File: config.mk
export PLATFORM = sky130hd
export DESIGN_NAME = alu_wb
export DESIGN_NICKNAME = d
export VERILOG_FILES = /design/src/rtl/alu_wb_pkg.sv /design/src/rtl/wb_skid_fifo.sv /design/src/rtl/alu_wb.sv
export SDC_FILE = /design/constraint.sdc
export NUM_CORES = 1
export LEC_CHECK = 0
export ABC_AREA = 1
export ABC_CLOCK_PERIOD_IN_PS = 5400
export BUFFER_PORTS_ARGS = -buffer_cell sky130_fd_sc_hd__buf_4
export CAP_MARGIN = 10
export CORE_MARGIN = 4
export CORE_UTILIZATION = 59
export CTS_CLUSTER_DIAMETER = 100
export DETAILED_ROUTE_END_ITERATION = 10
export PLACE_DENSITY_LB_ADDON = 0.08
export RECOVER_POWER = 25
export SLEW_MARGIN = 5
export SYNTH_ARGS = -nofsm -noshare
export SYNTH_HDL_FRONTEND = slang
export SYNTH_SLANG_ARGS = --single-unit
File: constraint.sdc
create_clock -name clk -period 5.4 [get_ports clk]
set_input_delay 0 -clock clk [delete_from_list [all_inputs] [get_ports clk]]
set_output_delay 0 -clock clk [all_outputs]
set_load 0.05 [all_outputs]
File: src/rtl/alu_wb_pkg.sv
`default_nettype none
// ============================================================================
// Module      : alu_wb_pkg
// Description : Opcode constants, flag-vector type and flag-update helper
//               shared by the ALU and its writeback stage.
// Revision    : 1.0 - initial release
// ============================================================================
package alu_wb_pkg;

    localparam logic [2:0] c_OP_ADD = 3'b000;
    localparam logic [2:0] c_OP_SUB = 3'b001;
    localparam logic [2:0] c_OP_AND = 3'b010;
    localparam logic [2:0] c_OP_OR  = 3'b011;
    localparam logic [2:0] c_OP_NOT = 3'b100;

    // Architectural flag vector, packed as {z, c, v}
    typedef struct packed {
        logic z;
        logic c;
        logic v;
    } flags_t;

    // Arithmetic ops own all three flags, logic ops only own z,
    // anything above NOT leaves the flags alone.
    function automatic flags_t flags_next(input flags_t cur,
                                          input logic [2:0] sel,
                                          input flags_t ent);
        flags_t nxt;
        nxt = cur;
        case (sel)
            c_OP_ADD, c_OP_SUB:           nxt = ent;
            c_OP_AND, c_OP_OR, c_OP_NOT:  nxt.z = ent.z;
            default:                      nxt = cur;
        endcase
        return nxt;
    endfunction

    // Opcodes beyond NOT write back a zero result
    function automatic logic wb_zero(input logic [2:0] sel);
        return (sel > c_OP_NOT);
    endfunction

endpackage
`default_nettype wire

File: src/rtl/wb_skid_fifo.sv
`default_nettype none
// ============================================================================
// Module      : wb_skid_fifo
// Description : Two-entry skid FIFO of generic width. The head entry is a
//               register that drives the output directly, so the output
//               holds its last value when the FIFO drains empty.
// Revision    : 1.0 - initial release
// ============================================================================
module wb_skid_fifo
    import alu_wb_pkg::*;
#(
    parameter int DATA_W = 8
) (
    input  logic              clk,
    input  logic              rst,
    input  logic              i_push_valid,
    output logic              o_push_ready,
    input  logic [DATA_W-1:0] i_push_data,
    output logic              o_pop_valid,
    input  logic              i_pop_ready,
    output logic [DATA_W-1:0] o_pop_data
);

    logic [1:0]        r_count;
    logic              r_live;
    logic [DATA_W-1:0] r_head;
    logic [DATA_W-1:0] r_tail;
    logic              w_push;
    logic              w_pop;

    // Ready depends only on registered state; r_live keeps it low until
    // the first edge after reset release.
    assign o_push_ready = r_live && (r_count != 2'd2);
    assign o_pop_valid  = (r_count != 2'd0);
    assign o_pop_data   = r_head;
    assign w_push       = i_push_valid && o_push_ready;
    assign w_pop        = o_pop_valid && i_pop_ready;

    // Occupancy and storage update; tail shifts into head on every pop from full
    always_ff @(posedge clk or posedge rst) begin
        if (rst) begin
            r_live  <= 1'b0;
            r_count <= 2'd0;
            r_head  <= '0;
            r_tail  <= '0;
        end else begin
            r_live <= 1'b1;
            case ({w_push, w_pop})
                2'b10: begin
                    if (r_count == 2'd0) r_head <= i_push_data;
                    else                 r_tail <= i_push_data;
                    r_count <= r_count + 2'd1;
                end
                2'b01: begin
                    if (r_count == 2'd2) r_head <= r_tail;
                    r_count <= r_count - 2'd1;
                end
                // Push implies count < 2 and pop implies count > 0, so one entry
                // is held: the newcomer replaces it as head.
                2'b11: r_head <= i_push_data;
                default: r_count <= r_count;
            endcase
        end
    end

endmodule
`default_nettype wire

File: src/rtl/alu_wb.sv
`default_nettype none
// ============================================================================
// Module      : alu_wb
// Description : ALU writeback stage: buffers results in a 2-entry skid FIFO,
//               updates architectural flags and counts retired writebacks.
// Revision    : 1.0 - initial release
// ============================================================================
module alu_wb
    import alu_wb_pkg::*;
#(
    parameter int RD_W  = 3,
    parameter int CNT_W = 16
) (
    input  logic             clk,
    input  logic             rst,
    input  logic             in_valid,
    output logic             in_ready,
    input  logic [31:0]      in_res,
    input  logic             in_z,
    input  logic             in_c,
    input  logic             in_v,
    input  logic [2:0]       in_sel,
    input  logic [RD_W-1:0]  in_rd,
    output logic             out_valid,
    input  logic             out_ready,
    output logic [31:0]      out_res,
    output logic [RD_W-1:0]  out_rd,
    output logic [2:0]       flags_q,
    output logic [CNT_W-1:0] retired_cnt
);

    // Entry layout, LSB first: rd, sel, flags, res
    localparam int SEL_LO = RD_W;
    localparam int FLG_LO = RD_W + 3;
    localparam int RES_LO = RD_W + 6;
    localparam int DATA_W = RD_W + 38;

    logic [DATA_W-1:0] w_push_data;
    logic [DATA_W-1:0] w_head;
    logic [31:0]       w_res_eff;
    logic              w_retire;
    flags_t            w_head_flags;
    flags_t            r_flags;
    logic [CNT_W-1:0]  r_cnt;

    // Zeroing is done on entry so the head register already holds the
    // writeback value and stays stable while stalled.
    assign w_res_eff   = wb_zero(in_sel) ? 32'd0 : in_res;
    assign w_push_data = {w_res_eff, in_z, in_c, in_v, in_sel, in_rd};

    wb_skid_fifo #(
        .DATA_W (DATA_W)
    ) u_fifo (
        .clk          (clk),
        .rst          (rst),
        .i_push_valid (in_valid),
        .o_push_ready (in_ready),
        .i_push_data  (w_push_data),
        .o_pop_valid  (out_valid),
        .i_pop_ready  (out_ready),
        .o_pop_data   (w_head)
    );

    assign w_retire     = out_valid && out_ready;
    assign w_head_flags = w_head[FLG_LO +: 3];
    assign out_res      = w_head[RES_LO +: 32];
    assign out_rd       = w_head[RD_W-1:0];
    assign flags_q      = r_flags;
    assign retired_cnt  = r_cnt;

    // Flags and retire counter advance on the retire handshake edge
    always_ff @(posedge clk or posedge rst) begin
        if (rst) begin
            r_flags <= '0;
            r_cnt   <= '0;
        end else if (w_retire) begin
            r_flags <= flags_next(r_flags, w_head[SEL_LO +: 3], w_head_flags);
            r_cnt   <= r_cnt + CNT_W'(1);
        end
    end

endmodule
`default_nettype wire

Word-level counts from Yosys, hierarchy flattened
Cells that the tools add are included.
- register bits: 104
- bits in latches: 0
- RAM bits: 0
- bits in read-only memories: 0
- output and inout port bits: 56
- memories: 0
- $add $sub $neg: 3
- multiply operators: 0
- divide/modulo/power cells: 0
- $lt $le $gt $ge: 1
- equal/unequal tests: 11
- shift-type cells: 0
- mux-type cells: 5
- bitwise gates (word level): 1
- reduce and logical (&&, ||, !) cells: 14
- operators with widths (cell ; count):
    41-bit case mux with 3 select lines ; 1
    41-bit two-way mux ; 2
    32-bit two-way mux ; 1
    16-bit by 1-bit adder with 16-bit output, second input constant ; 1
    2-bit == test, second input constant ; 3
    3-bit by 2-bit == test with 1-bit output, second input constant ; 2
    2-bit AND reduction ; 3
    5-bit OR reduction ; 1
    2-bit by 1-bit inequality test with 1-bit output, second input constant ; 2
    2-bit case mux with 2 select lines ; 1
    2-bit nonzero test ; 2
    3-bit by 1-bit == test with 1-bit output, second input constant ; 1
    3-bit == test, second input constant ; 1
    3-bit greater-than comparator, second input constant ; 1
    1-bit logical AND ; 3
    3-bit logical NOT ; 1
    3-bit AND reduction ; 1
    3-bit nonzero test ; 1
    2-bit by 1-bit adder with 2-bit output, second input constant ; 1
    2-bit by 1-bit == test with 1-bit output, second input constant ; 1
    2-bit logical NOT ; 1
    2-bit inequality test, second input constant ; 1
    2-bit OR reduction ; 1
    2-bit by 1-bit subtractor with 2-bit output, second input constant ; 1
    1-bit NOT ; 1

Longest topological paths before layout
Gate-level depths: netlist of the first run.
- depth after elaboration: 6
- gate-level depth with buffers: 14
- mapped depth without buffers: 13

By module
From an unflattened synthesis of the first run, not the netlist that was laid out.
- cell total of the unflattened synthesis: 670
- area total of the unflattened synthesis: 5405.2 um^2
- modules (own cells, without submodules) (module ; instances ; cells an instance ; area an instance (um^2) ; sequential area each (um^2)):
    wb_skid_fifo ; 1 ; 471 ; 4085.2 ; 2127.0
    alu_wb ; 1 ; 199 ; 1320.0 ; 475.5

Worst setup path after synthesis of the first run
No wires, ideal clock.
- path type: register -> register
- from: reg u_fifo.r_count[1]
- to: reg u_fifo.r_head[26], in the netlist u_fifo.o_pop_data[26]
- library setup time: 0.065 ns
- arrival: 2.412 ns
- data required time: 5.335 ns
- slack: 2.923 ns
- cell stages (with the launch flop): 15
- buffers on the path: 2
- cells stage by stage: dfrtp_1 -> inv_2 -> nor2_1 -> nor2_1 -> nand2_1 -> ha_1 -> buf_2 -> inv_1 -> nor2_1 -> nor2_1 -> nand2_2 -> inv_2 -> buf_4 -> nand2_1 -> nand2_1
- cells in the longest elaborated chain, start to end: 6
- elaborated cells on any way between the ends: 15
- classes of those cells: eq/ne (7); mux (1); reduce/logical (7)
- ends and longest elaborated chain (element ; line ; RTL):
    start, declared ; wb_skid_fifo.sv:24 ; logic [1:0] r_count;
    start signal, assigned ; wb_skid_fifo.sv:52 ; r_count <= r_count + 2'd1;
    start signal, assigned ; wb_skid_fifo.sv:56 ; r_count <= r_count - 2'd1;
    start signal, assigned ; wb_skid_fifo.sv:61 ; default: r_count <= r_count;
    2-bit inequality test * ; wb_skid_fifo.sv:33 ; assign o_push_ready = r_live && (r_count != 2'd2);
    1-bit logical AND * ; wb_skid_fifo.sv:33 ;
    net in_ready ; alu_wb.sv:17 ; output logic in_ready,
    1-bit logical AND * ; wb_skid_fifo.sv:36 ; assign w_push = i_push_valid && o_push_ready;
    2-bit by 1-bit == test with 1-bit output / 2-bit == test (equally long branches) ; wb_skid_fifo.sv:48 ; case ({w_push, w_pop})
    2-bit by 1-bit inequality test with 1-bit output (no source line) / 3-bit nonzero test (equally long branches) ; - ;
    3-bit AND reduction (no source line) ; - ;
    end signal, assigned ; wb_skid_fifo.sv:50 ; if (r_count == 2'd0) r_head <= i_push_data;
    end signal, assigned ; wb_skid_fifo.sv:55 ; if (r_count == 2'd2) r_head <= r_tail;
    end signal, assigned ; wb_skid_fifo.sv:60 ; 2'b11: r_head <= i_push_data;
    end, declared ; wb_skid_fifo.sv:26 ; logic [DATA_W-1:0] r_head;
Mark *: on every way through the listed nets, which the timed path passes. The rest lies on a longest branch.
A chain may end at the register's enable or synchronous reset.

Final worst setup path of the first run
- from: reg u_fifo.r_count[0]
- to: reg u_fifo.r_head[18], in the netlist u_fifo.o_pop_data[18]
- elaborated cells on any way between the ends: 15
- classes of those cells: eq/ne (7); mux (1); reduce/logical (7)
- RTL lines (element ; line ; RTL):
    2-bit nonzero test * ; wb_skid_fifo.sv:34 ; assign o_pop_valid = (r_count != 2'd0);
    1-bit logical AND * ; wb_skid_fifo.sv:37 ; assign w_pop = o_pop_valid && i_pop_ready;
    net u_fifo.w_pop ; wb_skid_fifo.sv:29 ; logic w_pop;
    2-bit by 1-bit == test with 1-bit output / 2-bit == test (equally long branches) ; wb_skid_fifo.sv:48 ;
    2-bit by 1-bit inequality test with 1-bit output (no source line) / 3-bit nonzero test (equally long branches) ; - ;
    3-bit AND reduction (no source line) ; - ;
Marked as above.

==> results of run 1 <==
## power by group through the flow
stage,Combinational [W],Clock [W],Sequential (W)
CTS,0.00145,0.000560,0.00125
floorplan,0.00111,0,0.00131
global route,0.00152,0.000589,0.00128
finish,0.00138,0.000547,0.00125
detailed placement,0.00142,0,0.00126
global placement,0.00139,0,0.00125
## path summary, 6_finish.rpt
| kind | startpoint | end | slack [ns] | cells past startpoint |
|---|---|---|---|---|
| max | u_fifo.r_count[0]$_DFFE_PP0P_ | u_fifo.o_pop_data[18]$_DFFE_PP0P_ | 1.59 | 11 |
| min | in_valid | u_fifo.r_count[0]$_DFFE_PP0P_ | 0.15 | 4 |
| max reg2reg | u_fifo.r_count[0]$_DFFE_PP0P_ | u_fifo.o_pop_data[18]$_DFFE_PP0P_ | 1.59 | 11 |
| min reg2reg | u_fifo.r_tail[3]$_DFFE_PP0P_ | u_fifo.r_tail[3]$_DFFE_PP0P_ | 0.49 | 2 |
| max in group asynchronous | rst | u_fifo.o_pop_data[16]$_DFFE_PP0P_ | 3.31 | 4 |
| min in group asynchronous | rst | retired_cnt[13]$_DFFE_PP0P_ | 0.61 | 3 |
## cell usage in the layout (no fill, tap or decap), types with 4 or more instances in the layout
master | synthesis | routed
buf_4 | 40 | 77
clkbuf_1 | 11 | 26
clkbuf_8 | 0 | 11
dfrtp_1 | 104 | 104
dlygate4sd3_1 | 0 | 43
inv_1 | 37 | 36
nand2_1 | 267 | 267
nand3_1 | 10 | 10
nor2_1 | 19 | 19
nor2_2 | 4 | 4
o21ai_0 | 71 | 71
o21ai_1 | 21 | 20
xnor2_1 | 5 | 5
xor2_1 | 6 | 6
## cell type report
cell class,instances,share of cell area
Sequential cell,104,0.430
Inverter,40,0.0250
Clock inverter,5,0.0130
Timing Repair Buffer,147,0.184
Clock buffer,11,0.0250
Tap cell,105,0.0217
Multi-Input combinational cell,417,0.301
## flip-flops by register name, indices dropped and copies added, names as in the netlist
register,cells
u_fifo.o_pop_data,41
u_fifo.r_count,2
u_fifo.r_tail,41
retired_cnt,16
flags_q,3
u_fifo.r_live,1
## metrics by stage
step	hold WS (ns)	util	setup slack [ns]	cell area, um^2	instances
detailed placement	0.0740	0.668	1.64	5490	770
floorplan	0.160	-	2.67	4970	624
global route	0.139	0.737	1.18	6050	829
CTS	0.133	0.749	1.62	6150	829
finish	0.151	0.737	1.59	6050	829
global placement	0.0677	0.668	1.74	5490	770
## worst max-delay path, cell delays in order, from the launching register on
cell and delay [ns]:
dfrtp_1 0.46, nor2_2 0.10, nor2_4 0.22, ha_2 0.21, buf_4 0.47, inv_1 0.44, nor2_1 0.20, nor2_1 0.06
nand2_2 0.71, inv_2 0.52, nand2_1 0.20, nand2_1 0.06
## what timing repair did
| item | CTS | global route |
|---|---|---|
| endpoints found under the hold margin | 99 | 0 |
| endpoints found under the setup margin | 0 | 0 |
| hold buffers | 43 | 0 |
## layer usage
layer,vias to the layer above,GRT usage
met3,26,0.0473
met5,-,0
met2,121,0.409
li1,2081,-
met4,0,0.0746
met1,1964,0.298
## logic make-up after synthesis
kind of cell               Yosys count  share of synthesized area
AOI/OAI and AO/OA                   94                     0.0949
xor gates and xnor gates            11                     0.0194
adders and majority gates            4                     0.0101
buffers and inverters              103                      0.111
DFF                                104                      0.523
other                                1                   0.000754
and+or+nand+nor                    307                      0.241
==> results.sh, run 1 <==
export IMPL_synth_lib_cells_used_distinct=22
export IMPL_met1Wirelength_mm=4.74
export IMPL_post_drt_wl_per_cell_um=13.4
export IMPL_hold_violations=0
export IMPL_global_route_overflow_total=0
export IMPL_critical_path_required_ns=5.65
export IMPL_drt_drc_violations_left=0
export IMPL_timing_max_slew_rel_slack=-0.156
export IMPL_syn_area_per_cell_um2=7.97
export IMPL_violations_in_the_final_reports="capacitance limit, slew limit"
export IMPL_grt_first_pass_wirelength_mm=19.1
export IMPL_tritoncts="yes"
export IMPL_fin_crit_ns=3.81
export IMPL_met3_length_um=636
export IMPL_power_density_mw_per_mm2=524
export IMPL_timing_setup_critical_path_class="reg2reg"
export IMPL_post_synth_most_frequent_cells="nand2_1, dfrtp_1, o21ai_0"
export IMPL_final_max_slew_viol_count=41
export IMPL_setup_total_negative_slack_ns=0
export IMPL_gp_routability_congestion=0.841
export IMPL_switching_part_of_the_total=0.457
export IMPL_route_top_layer_used="met4"
export IMPL_power_switching_w=0.00145
export IMPL_cts_root_to_sink_buffers=2
export IMPL_ctsRootBufferMaster="clkbuf_8"
export IMPL_design_die_area_mm2=0.00996
export IMPL_final_min_period_over_clock_period=0.705
export IMPL_starting_density_of_the_core=0.605
export IMPL_highest_clock_frequency_the_design_can_meet_ghz=0.263
export IMPL_power_share_sequential=0.393
export IMPL_clkPwrFrac=0.172
export IMPL_layout_drive_gt1_share=0.149
export IMPL_tightestPinTransition_ns=1.73
export IMPL_antenna_violations_before_repair=0
export IMPL_worstPathArrival_ns=4.06
export IMPL_power_frac_comb=0.434
export IMPL_final_setup_viol_count=0
export IMPL_critical_path_startpoint_type="register"
export IMPL_fin_nets=768
export IMPL_yosys_warnings=0
export IMPL_die_x_um=99.8
export IMPL_setup_repair_after_global_routing_missed_its_margin="no"
export IMPL_post_cts_buffers=0
export IMPL_mappedNetlistArea_mm2=0.00497
export IMPL_detailedRoute_firstIterationViolations=176
export IMPL_synthToLayoutAreaGrowth_pct=21.7
export IMPL_dr_total_vias=4192
export IMPL_clock_sinks=104
export IMPL_clock_latency_ns=0.36
export IMPL_std_cell_rows=33
export IMPL_netlist_area_leader_share=0.523
export IMPL_dp_hpwl_mm=7.05
export IMPL_htree_num_levels=3
export IMPL_top_level_ports=101
export IMPL_total_area_of_sequential_cells_mm2=0.00260
export IMPL_maxCapViolations=1
export IMPL_clkTransAtPathRegs_ns=0.10
export IMPL_postRouteWirelength_mm=11.1
export IMPL_finClkSkew_ns=0.0109
export IMPL_vias_per_cell=5.06
export IMPL_power_report_internal_total_w=0.00172
export IMPL_track_usage=0.236
export IMPL_detailedRoute_firstPassIterationCount=5
export IMPL_ys_seq_elements=104
export IMPL_antennaDiodeCount=0
export IMPL_netlist_top_cell_by_area="dfrtp_1"
export IMPL_min_delay_path_class="in2reg"
export IMPL_postCtsResizedCells=0
export IMPL_synth_async_sr_flop_share=1.00
export IMPL_antenna_nets_post_route=0
export IMPL_cts_buffers=9
export IMPL_multiInputGateArea_mm2=0.00182
export IMPL_place_port_buffers=100
export IMPL_met2RoutedLength_mm=5.48
export IMPL_final_fill_count=658
export IMPL_status="finished with violations"
export IMPL_grt_start_max_net_pins=81
export IMPL_cp_max_fo=64
export IMPL_synth_main_ff_cell="dfrtp_1"
export IMPL_max_vdd_ir_drop_v=0.000295
export IMPL_power_leakage_nw=3.14
export IMPL_ys_seq_area_frac=0.523
export IMPL_cells_after_synth=624
export IMPL_fin_total_pwr_w=0.00317
export IMPL_fp_dieH_um=99.8
export IMPL_synth_nets=673
export IMPL_synth_area_top_cells="dfrtp_1, nand2_1, o21ai_0, buf_4, inv_1"
export IMPL_vias_in_the_first_global_route=4209
export IMPL_synth_edff_count=0
export IMPL_synth_most_common_cell="nand2_1"
export IMPL_core_mm2=0.00822
export IMPL_crit_path_end_kind="register"
No activity file was read; power rests on OpenSTA's default activity.
==> run 2, diff against run 1 <==
ABC_AREA = 0   (was 1)
ABC_CLOCK_PERIOD_IN_PS = 3500   (was 5400)
CORE_UTILIZATION = 50   (was 59)
clock period = 3.5 ns   (was 5.4 ns; I/O delays follow)
==> run 2 against run 1 <==
Against the previous run: critical endpoint is now u_fifo.o_pop_data[4]$_DFFE_PP0P_; setup slack got worse by 0.53 ns; register-to-register slack got worse by 0.53 ns; final area grew 1.1%; the run still ends with capacitance limit, slew limit left; synthesized cell count fell by 28%; clock skew is 0.0014 ns lower; combinational power up 80%; maximum frequency rose by 57%; critical path depth shrank 4; global-route usage down 5.3 points.
==> results.sh, run 2 <==
export IMPL_final_setup_viol_count=0
export IMPL_critical_path_max_stage_delay_ns=0.54
export IMPL_yosys_warnings=0
export IMPL_final_fill_count=848
export IMPL_crit_path_end_kind="register"
export IMPL_synth_top_family_by_area="multiplexers"
export IMPL_final_max_slew_viol_count=38
export IMPL_critical_path_required_ns=3.76
export IMPL_fin_crit_ns=2.43
export IMPL_min_delay_path_class="in2reg"
export IMPL_top_level_ports=101
export IMPL_post_cts_hold_buffer_count=43
export IMPL_detailedRoute_firstIterationViolations=98
export IMPL_synth_lib_cells_used_distinct=33
export IMPL_core_mm2=0.00977
export IMPL_ys_seq_area_frac=0.519
export IMPL_synth_edff_count=0
export IMPL_postRouteWirelength_mm=9.83
export IMPL_ys_seq_elements=104
export IMPL_antenna_violations_before_repair=0
export IMPL_place_detailed_instances=633
export IMPL_hold_violations=0
export IMPL_postCtsResizedCells=0
export IMPL_setup_repair_after_global_routing_missed_its_margin="no"
export IMPL_worstPathCellList="or2_4 -> nand2_4 -> inv_6 -> ha_2 -> buf_4 -> mux2_2 -> mux2_4"
export IMPL_worstPathArrival_ns=2.69
export IMPL_starting_density_of_the_core=0.513
export IMPL_cp_max_fo=69
export IMPL_vias_per_cell=4.90
export IMPL_cp_top_family="multiplexers"
export IMPL_synth_compound_gate_area_share=0.0691
export IMPL_grt_busiest_layer="met2"
export IMPL_tritoncts="yes"
export IMPL_setup_total_negative_slack_ns=0
export IMPL_layout_drive_gt1_share=0.295
export IMPL_post_synth_fa_ha_maj_area_fraction=0.00997
export IMPL_synth_area_top_cells="dfrtp_1, mux2_4, nand2_1, o21ai_0, buf_4"
export IMPL_finClkSkew_ns=0.00949
export IMPL_path_buf_inv=2
export IMPL_critical_path_startpoint_type="register"
export IMPL_maxCapViolations=1
export IMPL_antenna_nets_post_route=0
export IMPL_detailedRoute_firstPassIterationCount=5
export IMPL_clkTransAtPathRegs_ns=0.09
export IMPL_htree_num_levels=3
export IMPL_post_cts_buffers=0
export IMPL_global_route_usage_met3=0.0609
export IMPL_grt_start_max_net_pins=70
export IMPL_max_vdd_ir_drop_v=0.000603
export IMPL_final_min_period_over_clock_period=0.695
export IMPL_highest_clock_frequency_the_design_can_meet_ghz=0.411
export IMPL_global_route_overflow_total=0
export IMPL_power_density_mw_per_mm2=862
export IMPL_synth_simple_area_share=0.113
export IMPL_fp_dieH_um=108
export IMPL_syn_area_per_cell_um2=11.1
export IMPL_cells_after_synth=452
export IMPL_die_x_um=108
export IMPL_vias_in_the_first_global_route=3476
export IMPL_total_area_of_sequential_cells_mm2=0.00260
export IMPL_violations_in_the_final_reports="capacitance limit, slew limit"
export IMPL_synthXorXnorAreaFrac=0.0314
export IMPL_netlist_top_cell_by_area="dfrtp_1"
export IMPL_layout_commonest_cell="nand2_1"
export IMPL_post_synth_most_frequent_cells="nand2_1, dfrtp_1, o21ai_0"
export IMPL_netlist_area_leader_share=0.519
export IMPL_synth_nets=501
export IMPL_crit_slowest_cell="buf_4"
export IMPL_status="finished with violations"
export IMPL_synthToLayoutAreaGrowth_pct=21.9
export IMPL_grt_use_met1=0.240
export IMPL_finish_cell_count_without_fillers=692
export IMPL_synth_async_sr_flop_share=1.00
export IMPL_fin_nets=603
export IMPL_power_leakage_nw=2.90
export IMPL_timing_setup_critical_path_class="reg2reg"
export IMPL_antennaDiodeCount=0
export IMPL_multiplexer_fraction_of_the_synthesized_cell_area=0.171
export IMPL_drt_drc_violations_left=0
export IMPL_synth_most_common_cell="nand2_1"
export IMPL_timing_max_slew_rel_slack=-0.0790
export IMPL_cts_buffers=9
export IMPL_final_cell_mix="nand2_1, dfrtp_1, buf_4"
export IMPL_track_usage=0.183
export IMPL_cts_root_to_sink_buffers=2
export IMPL_design_die_area_mm2=0.0117
export IMPL_fin_total_pwr_w=0.00527
export IMPL_clock_latency_ns=0.37
export IMPL_std_cell_rows=36
export IMPL_clock_sinks=104
export IMPL_gp_routability_congestion=0.745
export IMPL_dp_hpwl_mm=6.31
export IMPL_multiInputGateArea_mm2=0.00199
export IMPL_synth_main_ff_cell="dfrtp_1"
export IMPL_tightestPinTransition_ns=1.61
export IMPL_grt_first_pass_wirelength_mm=16.9
export IMPL_mappedNetlistArea_mm2=0.00502
export IMPL_dr_total_vias=3389
export IMPL_place_port_buffers=100
export IMPL_global_route_usage_met2=0.299
export IMPL_ctsRootBufferMaster="clkbuf_8"
export IMPL_post_drt_wl_per_cell_um=14.2
[run 2: cell type report]
| type | count | area share |
|---|---|---|
| Sequential cell | 104 | 0.425 |
| Multi-Input combinational cell | 285 | 0.326 |
| Timing Repair Buffer | 149 | 0.184 |
| Tap cell | 133 | 0.0272 |
| Clock buffer | 10 | 0.0225 |
| Clock inverter | 6 | 0.0112 |
| Inverter | 5 | 0.00409 |
[run 2: final timing paths]
check / startpoint / end / slack [ns] / depth (start not counted)
min in group asynchronous: rst / u_fifo.o_pop_data[33]$_DFFE_PP0P_ / 0.56 / 3
worst max-delay path: u_fifo.r_count[0]$_DFFE_PP0P_ / u_fifo.o_pop_data[4]$_DFFE_PP0P_ / 1.07 / 7
worst min register to register: retired_cnt[15]$_DFFE_PP0P_ / retired_cnt[15]$_DFFE_PP0P_ / 0.47 / 1
worst max register to register: u_fifo.r_count[0]$_DFFE_PP0P_ / u_fifo.o_pop_data[4]$_DFFE_PP0P_ / 1.07 / 7
max in group asynchronous: rst / u_fifo.o_pop_data[10]$_DFFE_PP0P_ / 1.76 / 4
worst min-delay path: in_valid / u_fifo.r_count[0]$_DFFE_PP0P_ / 0.11 / 4
[run 2: cell families after synthesis]
group | after synthesis
XOR/XNOR | 18
adder cells (fa/ha/maj) | 4
other | 1
flip-flops | 104
AO/OA/AOI/OAI | 68
buffers and inverters | 63
AND/OR/NAND/NOR | 131
multiplexers | 63
[run 2: worst reg2reg max path, cell delays in order (launching register included)]
cell     delay (ns)
dfrtp_1        0.43
or2_4          0.18
nand2_4        0.09
inv_6          0.10
ha_2           0.30
buf_4          0.54
mux2_2         0.44
mux2_4         0.25
[run 2: layer usage]
layer / vias up / share of wire
li1: 1660 / -
met1: 1645 / 0.45
met2: 75 / 0.48
met3: 9 / 0.061
met4: 0 / 0.0083
met5: - / 0
[run 2: stage by stage]
step           cell area (um^2)  utilization  worst slack, ns  hold WS [ns]
3_3_place_gp               5600        0.572             1.11        0.0584
6_report                   6120        0.626             1.07         0.109
5_1_grt                    6120        0.626            0.838         0.150
4_1_cts                    6230        0.638             1.06         0.102
2_1_floorplan              5020            -            0.177         0.150
3_5_place_dp               5600        0.572             1.07        0.0563
[run 2: power by group]
part	switching, W	total, W	internal, W
registers	0.000315	0.00202	0.00170
clock network	0.000418	0.000771	0.000353
logic	0.00150	0.00249	0.000989
